## src/rtl/branch_resolve_unit.sv

```systemverilog
// Branch resolve unit: compares operands, decides taken/mispredict and the redirect PC, with a one-entry output register.
// Optional statistics counters are enabled with `define BRANCH_STATS_EN.
module branch_resolve_unit #(
  parameter int WIDTH = 32,
  parameter int CNT_W = 16
) (
  input  logic             clk,
  input  logic             rst_n,
  input  logic             in_valid,
  output logic             in_ready,
  input  logic [WIDTH-1:0] operand_0,
  input  logic [WIDTH-1:0] operand_1,
  input  logic [2:0]       funct3,
  input  logic [WIDTH-1:0] pc,
  input  logic [WIDTH-1:0] imm,
  input  logic             pred_taken,
  output logic             out_valid,
  input  logic             out_ready,
  output logic             BrEq,
  output logic             BrLT,
  output logic             taken,
  output logic             illegal,
  output logic             mispredict,
  output logic [WIDTH-1:0] redirect_pc
`ifdef BRANCH_STATS_EN
  ,
  input  logic             stats_clr,
  output logic [CNT_W-1:0] br_count,
  output logic [CNT_W-1:0] mispred_count
`endif
);

  // state   | meaning
  // S_EMPTY | no result held, out_valid=0
  // S_FULL  | result held in output register, out_valid=1
  typedef enum logic {S_EMPTY, S_FULL} state_t;

  state_t r_state, w_state_nxt;

  logic             w_capture;
  logic             w_eq;
  logic             w_lt;
  logic             w_illegal;
  logic             w_taken;
  logic             w_mispredict;
  logic [WIDTH-1:0] w_target;
  logic [WIDTH-1:0] w_fall;

  logic             r_breq;
  logic             r_brlt;
  logic             r_taken;
  logic             r_illegal;
  logic             r_mispredict;
  logic [WIDTH-1:0] r_redirect_pc;

  assign out_valid = (r_state == S_FULL);
  assign in_ready  = !out_valid || out_ready;
  assign w_capture = in_valid && in_ready;

  always_ff @(posedge clk or negedge rst_n) begin
    if (!rst_n) r_state <= S_EMPTY;
    else        r_state <= w_state_nxt;
  end

  always_comb begin
    w_state_nxt = r_state;
    case (r_state)
      S_EMPTY: if (w_capture) w_state_nxt = S_FULL;
      S_FULL:  if (out_ready && !w_capture) w_state_nxt = S_EMPTY;
      default: w_state_nxt = S_EMPTY;
    endcase
  end

  // Unsigned compare only for BLTU/BGEU; every other encoding uses signed.
  assign w_eq = (operand_0 == operand_1);
  assign w_lt = (funct3[2:1] == 2'b11) ? (operand_0 < operand_1)
                                       : ($signed(operand_0) < $signed(operand_1));
  assign w_illegal = (funct3 == 3'b010) || (funct3 == 3'b011);

  always_comb begin
    w_taken = 1'b0;
    case (funct3)
      3'b000:          w_taken = w_eq;
      3'b001:          w_taken = !w_eq;
      3'b100, 3'b110:  w_taken = w_lt;
      3'b101, 3'b111:  w_taken = !w_lt;
      default:         w_taken = 1'b0;
    endcase
  end

  assign w_mispredict = !w_illegal && (w_taken ^ pred_taken);
  assign w_target     = pc + imm;
  assign w_fall       = pc + WIDTH'(4);

  always_ff @(posedge clk or negedge rst_n) begin
    if (!rst_n) begin
      r_breq        <= 1'b0;
      r_brlt        <= 1'b0;
      r_taken       <= 1'b0;
      r_illegal     <= 1'b0;
      r_mispredict  <= 1'b0;
      r_redirect_pc <= '0;
    end else if (w_capture) begin
      r_breq        <= w_eq;
      r_brlt        <= w_lt;
      r_taken       <= w_taken;
      r_illegal     <= w_illegal;
      r_mispredict  <= w_mispredict;
      r_redirect_pc <= w_taken ? w_target : w_fall;
    end
  end

  assign BrEq        = r_breq;
  assign BrLT        = r_brlt;
  assign taken       = r_taken;
  assign illegal     = r_illegal;
  assign mispredict  = r_mispredict;
  assign redirect_pc = r_redirect_pc;

`ifdef BRANCH_STATS_EN
  logic [CNT_W-1:0] r_br_count;
  logic [CNT_W-1:0] r_mispred_count;

  always_ff @(posedge clk or negedge rst_n) begin
    if (!rst_n) begin
      r_br_count      <= '0;
      r_mispred_count <= '0;
    end else if (stats_clr) begin
      r_br_count      <= '0;
      r_mispred_count <= '0;
    end else if (w_capture && !w_illegal) begin
      if (r_br_count != '1)                     r_br_count      <= r_br_count + 1'b1;
      if (w_mispredict && r_mispred_count != '1) r_mispred_count <= r_mispred_count + 1'b1;
    end
  end

  assign br_count      = r_br_count;
  assign mispred_count = r_mispred_count;
`else
  logic w_unused_cnt_w;
  assign w_unused_cnt_w = (CNT_W > 0);
`endif

endmodule

```

## config.mk

```make
export PLATFORM = sky130hd
export DESIGN_NAME = branch_resolve_unit
export DESIGN_NICKNAME = d
export VERILOG_FILES = /design/src/rtl/branch_resolve_unit.sv
export SDC_FILE = /design/constraint.sdc
export NUM_CORES = 1
export LEC_CHECK = 0
export ABC_CLOCK_PERIOD_IN_PS = 2000
export CORE_MARGIN = 2
export CORE_UTILIZATION = 49
export DETAILED_ROUTE_END_ITERATION = 10
export HOLD_SLACK_MARGIN = 0.12
export PLACE_DENSITY = 0.94
export SETUP_SLACK_MARGIN = 0.1
export SYNTH_ARGS = -nofsm -noshare
export SYNTH_HDL_FRONTEND = slang
export SYNTH_SLANG_ARGS = --single-unit
```

## constraint.sdc

```tcl
create_clock -name clk -period 2 [get_ports clk]
set_input_delay 0.6 -clock clk [delete_from_list [all_inputs] [get_ports clk]]
set_output_delay 0.6 -clock clk [all_outputs]
set_load 0.01 [all_outputs]
```

==> results of run 1 <==
[logic make-up after synthesis]
kind of cell / Yosys count / share of synthesized area
mux: 7 / 0.0157
fa+ha+maj: 65 / 0.178
buf+inv: 63 / 0.0593
xor+xnor: 59 / 0.112
compound gates: 170 / 0.217
flops: 38 / 0.206
simple gates: 199 / 0.212
[Yosys cell counts (13+ instances only)]
cell type | instances | area, um2
nor2_1 | 36 | 135
dfrtp_1 | 38 | 951
ha_1 | 64 | 801
a21o_1 | 13 | 97.6
nand3_1 | 22 | 110
inv_1 | 47 | 176
o21ai_1 | 19 | 95.1
xnor2_1 | 40 | 350
nand4_1 | 13 | 81.3
xor2_1 | 19 | 166
o21ai_0 | 40 | 200
a21oi_1 | 58 | 290
nand2_1 | 79 | 297
[metrics by stage]
step,hold WS (ns),utilization,TNS (ns),cells,setup slack (ns)
floorplan,0.304,-,-28.10,601,-0.874
global placement,0.460,0.830,-47.97,1011,-1.51
detailed placement,0.471,0.830,-51.70,1011,-1.60
CTS,0.366,0.941,-23.47,1049,-0.790
[timing repair]
item | in CTS
pin swaps | 110
setup buffers | 28
gates cloned | 2
setup endpoints to repair | 37
hold buffers | 0
resized for setup | 425
==> metrics.md, run 1 <==
| Metric | Value |
|---|---|
| Status | did not finish |
| Fail Step | global routing |
| First Err | [ERROR DPL-0038] Utilization greater than 100%, impossible to legalize |
| Worst EP kind | register data pin |
| Worst endpoint after global-route timing repair | redirect_pc[24]$_DFFE_PN0P_/D |
| Largest net degree at the start of global routing | 39 |
| Post-synth EDFFs | 0 |
| FP Rows | 35 |
| I/O pins | 175 |
| Async SR Flop Fraction | 1.00 |
| Syn Inst Count | 601 |
| DP Area | 0.00763 mm2 |
| CTS sink count | 38 |
| GP Congestion | ~0.97 |
| Post-synth cell types | 57 |
| Syn nets | between 800 and 900 |
| Post-synthesis cell area | 0.00462 mm2 |
| IO Port Bufs | 174 |
| Sequential area share after synthesis | 0.206 |
| Clock buffer depth | 2 |
| Die Ht | 101 um |
| Synthesis warning total | 0 |
| Hpwl dp | 14700 um |
| Synth Flop Type | dfrtp_1 |
| Die Width | 101 um |
| Root buf cell | clkbuf_8 |
| Yosys reg bits | 38 |
| H-Tree Depth | 2 |
| Initial Utilization | 0.502 |
| Avg Cell Area, Syn | 7.68 um2 |
| TritonCTS buffer count | 5 |
==> run 2: changes to the inputs <==
CORE_UTILIZATION = 40   (was 49)
HOLD_SLACK_MARGIN = default   (was 0.12)
PLACE_DENSITY = default   (was 0.94)
PLACE_DENSITY_LB_ADDON = 0.15   (was default)
SETUP_SLACK_MARGIN = default   (was 0.1)
==> metrics.md, run 2 <==
| Metric | Value |
|---|---|
| P_leak | 4.20 nW |
| Via count | 5973 |
| Drt drc | 0 |
| Root buf cell | clkbuf_16 |
| Largest net degree at the start of global routing | 24 |
| Final setup viols | 35 |
| Setup CP Type | in -> reg |
| Critical path arrival | 3.08 ns |
| Routed WL per cell | 16.8 um |
| Most frequent cells in the layout | buf_4, clkdlybuf4s50_1, nand2_1, buf_6, ha_4 |
| Final hold violation count | 0 |
| Post-synthesis cell area | around 0.0046 mm2 |
| Synth Flop Type | dfrtp_1 |
| Final Critical Period | 2.88 ns |
| Most common cell after layout, fill and taps aside | buf_4 |
| Max transition margin | 0.697 |
| WHS | ~0.27 ns |
| Layout Area Growth over Synthesis | 100% |
| Layout Skew | 0.00981 ns |
| Area contributors post-synth | dfrtp_1, ha_1, xnor2_1 |
| Die Footprint | 0.0124 mm2 |
| DP Area | 0.00774 mm2 |
| H-Tree Depth | 2 |
| Gr usage total | 0.281 |
| Vias per inst | between 5 and 6 |
| Final Cell Area | just over 0.009 mm2 |
| Post-synth cell types | 57 |
| Worst Setup Start Kind | input port |
| Clock buffer depth | 2 |
| Unrepaired setup endpoints after global routing | yes |
| Fillers | a little over 700 |
| Yosys top cell area share | 0.206 |
| Setup ws final | -0.884 ns |
| First-pass GRT wire length | 29200 um |
| Vias in the first global route | between 6000 and 7000 |
| Hpwl dp | 12700 um |
| Initial Utilization | 0.408 |
| CP endpoint kind | flip-flop |
| Post-route ant nets | 0 |
| DRT Pass-1 Iters | 5 |
| Final cell count without fillers | 1096 |
| Layout cell share with drive strength beyond 1 | 0.466 |
| Async SR Flop Fraction | 1.00 |
| Slew Viols, Final | 0 |
| Max Clk Rate | 347 MHz |
| Setup slack at placement | -1.50 ns |
| TritonCTS buffer count | 5 |
| Synthesis warning total | 0 |
| Syn nets | 802 |
| Syn Inst Count | 601 |
| Total congestion overflow | 0 |
| Avg Cell Area, Syn | slightly below 8 um2 |
| Period utilization | 1.44 |
| Placed insts | between 1000 and 1500 |
| Die Width | 111 um |
| Max reg flops | 32 |
| Area of the multi-input gates | 0.00449 mm2 |
| Reg area | 951 um2 |
| Total wire length | 18500 um |
| WP data required | approximately 2.2 ns |
| CTS clk-pin slew, worst paths | 0.06 ns |
| Post-synth EDFFs | 0 |
| Count leader, synth | nand2_1 |
| GP Congestion | 0.895 |
| FP Rows | 39 |
| Core area | 0.0113 mm2 |
| Cell Pwr Density | 497 mW/mm2 |
| Yosys reg bits | 38 |
| Max_cap viols | 0 |
| Antenna diodes | 0 |
| Status | finished with violations |
| VDD IR max | about 0.42 mV |
| Worst-margin pin slew | 0.455 ns |
| Worst-path maximum fanout | 7 |
| Synth top cells by count | nand2_1, ha_1, a21oi_1 |
| Hold/Removal Path Class | in -> async |
| Die Ht | 111 um |
| Final net count | 1155 |
| Sequential area share after synthesis | 0.206 |
| CTS sink count | 38 |
| I/O pins | 175 |
| IO Port Bufs | around 170 |
| Post-synth top area cell | dfrtp_1 |
| Antenna violations before repair | 0 |
| CTS tree | yes |
| Detailed router's first-iteration violation count | 327 |
| Violated checks | negative setup slack |
| Worst-Skew Late Latency | 0.28 ns |
[run 2: through the flow]
| stage | setup TNS [ns] | power (W) | utilization |
|---|---|---|---|
| floorplan | -28.10 | 0.00198 | - |
| global placement | -47.63 | 0.00310 | 0.684 |
| detailed placement | -50.14 | 0.00317 | 0.684 |
| CTS | -23.15 | 0.00445 | 0.797 |
| global route | -30.71 | 0.00485 | 0.817 |
| finish | -26.61 | 0.00460 | 0.817 |
[run 2: kinds of logic after synthesis]
kind of cell             after synthesis  synth area share
flip-flops                            38             0.206
AO/OA/AOI/OAI                        170             0.217
adder cells (fa/ha/maj)               65             0.178
buffers and inverters                 63            0.0593
multiplexers                           7            0.0157
AND/OR/NAND/NOR                      199             0.212
XOR/XNOR                              59             0.112
[run 2: final timing paths]
path / cells after the start / end / startpoint / slack, ns
max: 15 / redirect_pc[4]$_DFFE_PN0P_ / operand_0[21] / -0.88
min: 1 / redirect_pc[22]$_DFFE_PN0P_ / rst_n / 0.27
max reg2reg: 5 / redirect_pc[24]$_DFFE_PN0P_ / out_valid$_DFF_PN0_ / 0.67
min reg2reg: 2 / mispredict$_DFFE_PN0P_ / mispredict$_DFFE_PN0P_ / 0.47
max in group asynchronous: 2 / redirect_pc[2]$_DFFE_PN0P_ / rst_n / 1.23
min in group clk: 2 / mispredict$_DFFE_PN0P_ / mispredict$_DFFE_PN0P_ / 0.47
[run 2: what timing repair did]
action / CTS / global route
cloned: 5 / 0
endpoints found under the setup margin: 37 / 35
buffers inserted: 29 / 9
hold buffers: 0 / 0
resized for setup: 500 / 51
pin swaps: 83 / 70
hold endpoints to repair: 0 / 0
[run 2: per-layer routing]
layer	global-route usage	wire (um)	part of all wire	vias to the layer above
met4	0.0963	517	0.028	0
met3	0.0327	773	0.042	44
li1	-	-	-	2829
met1	0.312	6980	0.38	2886
met2	0.550	10200	0.55	214
met5	0	0	0	-
[run 2: critical path: stages]
cell and delay, ns:
buf_2 0.11, ha_4 0.26, nand4_1 0.17, buf_4 0.20, nor3_4 0.17, a22oi_2 0.09, and2_4 0.18, a32o_2 0.25
nor4_4 0.24, buf_6 0.17, buf_12 0.15, buf_12 0.12, buf_16 0.12, a21oi_2 0.05, o21ai_1 0.17
[run 2: final cells by class]
| cell class | instances | share of cell area |
|---|---|---|
| Multi-Input combinational cell | 500 | 0.486 |
| Sequential cell | 38 | 0.103 |
| Inverter | 47 | 0.0212 |
| Timing Repair Buffer | 362 | 0.356 |
| Tap cell | 143 | 0.0193 |
| Clock buffer | 6 | 0.0150 |
[run 2: power breakdown]
part | internal, W | switching [W]
clock network | 0.000483 | 0.000329
logic | 0.00156 | 0.00121
registers | 0.000919 | 0.0000955
No activity file was read; power rests on OpenSTA's default activity.
==> run 3: changes to the inputs <==
CTS_BUF_LIST = sky130_fd_sc_hd__clkbuf_4   (was default)
==> metrics.md, run 3 (synthesis results as in run 2) <==
| Metric | Value |
|---|---|
| Status | finished with violations |
| Violated checks | negative setup slack |
| DRT Pass-1 Iters | 6 |
| Detailed router's first-iteration violation count | between 200 and 250 |
| Max reg flops | 32 |
| CP endpoint kind | flip-flop |
| Initial Utilization | 0.408 |
| Routed WL per cell | 16.5 um |
| Worst-Skew Late Latency | between 0.3 and 0.4 ns |
| Most common cell after layout, fill and taps aside | buf_4 |
| IO Port Bufs | 174 |
| Core area | 0.0113 mm2 |
| Largest net degree at the start of global routing | 24 |
| Post-layout util | 0.799 |
| Unrepaired setup endpoints after global routing | yes |
| Setup TNS | -23.62 ns |
| Final net count | 1154 |
| CTS sink count | 38 |
| Crit path max-delay cell type | nor4_4 |
| Buf+Inv Stages, Crit Path | 6 |
| CP most frequent cell | buf_6 |
| Layout Area Growth over Synthesis | 95.8% |
| Vias per inst | 5.35 |
| Critical path arrival | 3.04 ns |
| I/O pins | 175 |
| Total congestion overflow | 0 |
| Slew Viols, Final | 0 |
| Vias in the first global route | around 6300 |
| Cell Pwr Density | roughly 460 mW/mm2 |
| Antenna violations before repair | 1 |
| Slowest stage delay, CP | 0.28 ns |
| Setup ws final | -0.766 ns |
| Fillers | 750 |
| CTS tree | yes |
| Via count | 5861 |
| Worst-margin pin slew | roughly 0.53 ns |
| Total wire length | 18100 um |
| TritonCTS buffer count | 5 |
| Hpwl dp | around 13000 um |
| FP Rows | 39 |
| Final hold violation count | 0 |
| VDD IR max | ~0.35 mV |
| Die Width | 111 um |
| GP Congestion | 0.895 |
| Hold Buf Count CTS | 0 |
| Layout cell share with drive strength beyond 1 | 0.451 |
| H-Tree Depth | 2 |
| Largest delay share family, worst path | buffers and inverters |
| Gr usage total | 0.287 |
| Max_cap viols | 0 |
| Hold/Removal Path Class | in -> async |
| Post-route ant nets | 0 |
| CTS clk-pin slew, worst paths | 0.12 ns |
| Worst path cell trace | buf_6 > ha_4 > nand4_1 > buf_4 > nor3_4 > a22oi_2 > and2_4 > a32o_2 > nor4_4 > buf_6 > buf_12 > buf_8 > buf_16 > a21oi_2 > o21ai_1 |
| Final setup viols | 34 |
| First-pass GRT wire length | between 20000 and 30000 um |
| Layout Skew | 0.0184 ns |
| Die Ht | 111 um |
| Final Critical Period | 2.77 ns |
| Drt drc | 0 |
| Setup CP Type | in -> reg |
| WP data required | 2.28 ns |
| Clock buffer depth | 2 |
| Most frequent cells in the layout | buf_4, nand2_1, clkdlybuf4s50_1, ha_4, xnor2_1 |
| Die Footprint | 0.0124 mm2 |
| Worst Setup Start Kind | input port |
| Max Clk Rate | between 300 and 400 MHz |
| Reg2reg setup slack | 0.67 ns |
| Worst-path maximum fanout | 7 |
| Period utilization | 1.38 |
| Max transition margin | 0.642 |
| P_leak | 4.10 nW |
| Root buf cell | clkbuf_4 |
run 3: cell count changes in the layout (fill, tap and decap cells not counted), moves of 7 or more:
cell	previous run	this run
buf_2	21	36
buf_4	162	155
buf_6	49	35
clkdlybuf4s15_1	4	11
run 3: path summary, 6_finish.rpt:
check / start / to / cells after the start
min in group clk: BrEq$_DFFE_PN0P_ / BrEq$_DFFE_PN0P_ / 2
max in group asynchronous: rst_n / redirect_pc[0]$_DFFE_PN0P_ / 2
worst min register to register: BrEq$_DFFE_PN0P_ / BrEq$_DFFE_PN0P_ / 2
worst max register to register: out_valid$_DFF_PN0_ / redirect_pc[24]$_DFFE_PN0P_ / 5
worst min-delay path: rst_n / out_valid$_DFF_PN0_ / 1
worst max-delay path: operand_0[26] / redirect_pc[4]$_DFFE_PN0P_ / 15
run 3: through the flow:
stage | total power, W | worst slack (ns) | hold WS, ns | instance area (um2) | std cells
CTS | 0.00404 | -0.678 | 0.177 | 8930 | 1089
finish | 0.00413 | -0.766 | 0.182 | 9040 | 1096
detailed placement | 0.00317 | -1.50 | 0.468 | 7740 | 1049
global placement | 0.00310 | -1.47 | 0.459 | 7740 | 1049
global route | 0.00439 | -0.844 | 0.179 | 9040 | 1096
floorplan | 0.00198 | -0.874 | 0.304 | 4750 | 601
run 3: worst reg2reg max path, delay by kind of cell (launching register included):
family	cells	cell delay [ns]
flip-flops	1	0.39
AO/OA/AOI/OAI	1	0.35
buffers and inverters	2	0.30
AND/OR/NAND/NOR	2	0.20
run 3: what timing repair did:
action / in CTS / in global routing
pin swaps: 109 / 56
cloned: 5 / 0
endpoints found under the hold margin: 0 / 0
buffers inserted: 30 / 8
endpoints found under the setup margin: 36 / 35
resized for setup: 494 / 30
run 3: final cells by class:
class	instances	area, um2	share of cell area
timing repair buffer	361	3220	0.356
tap	143	179	0.0198
multi-input combinational	500	4460	0.493
antenna	1	2.50	0.000277
clock inverter	1	3.75	0.000415
clock buffer	5	37.5	0.00415
inverter	47	189	0.0209
sequential	38	951	0.105
run 3: routing by layer:
| layer | vias to the layer above | share of wire | global-route usage |
|---|---|---|---|
| met5 | - | 0 | 0 |
| met4 | 0 | 0.045 | 0.140 |
| met3 | 61 | 0.043 | 0.0441 |
| met2 | 191 | 0.54 | 0.550 |
| met1 | 2782 | 0.37 | 0.304 |
| li1 | 2827 | - | - |
run 3: power by group:
| part | internal, W | leakage [nW] | switching [W] |
|---|---|---|---|
| logic | 0.00152 | 3.61 | 0.00120 |
| registers | 0.000916 | 0.471 | 0.0000931 |
| clock network | 0.000121 | 0.0246 | 0.000278 |
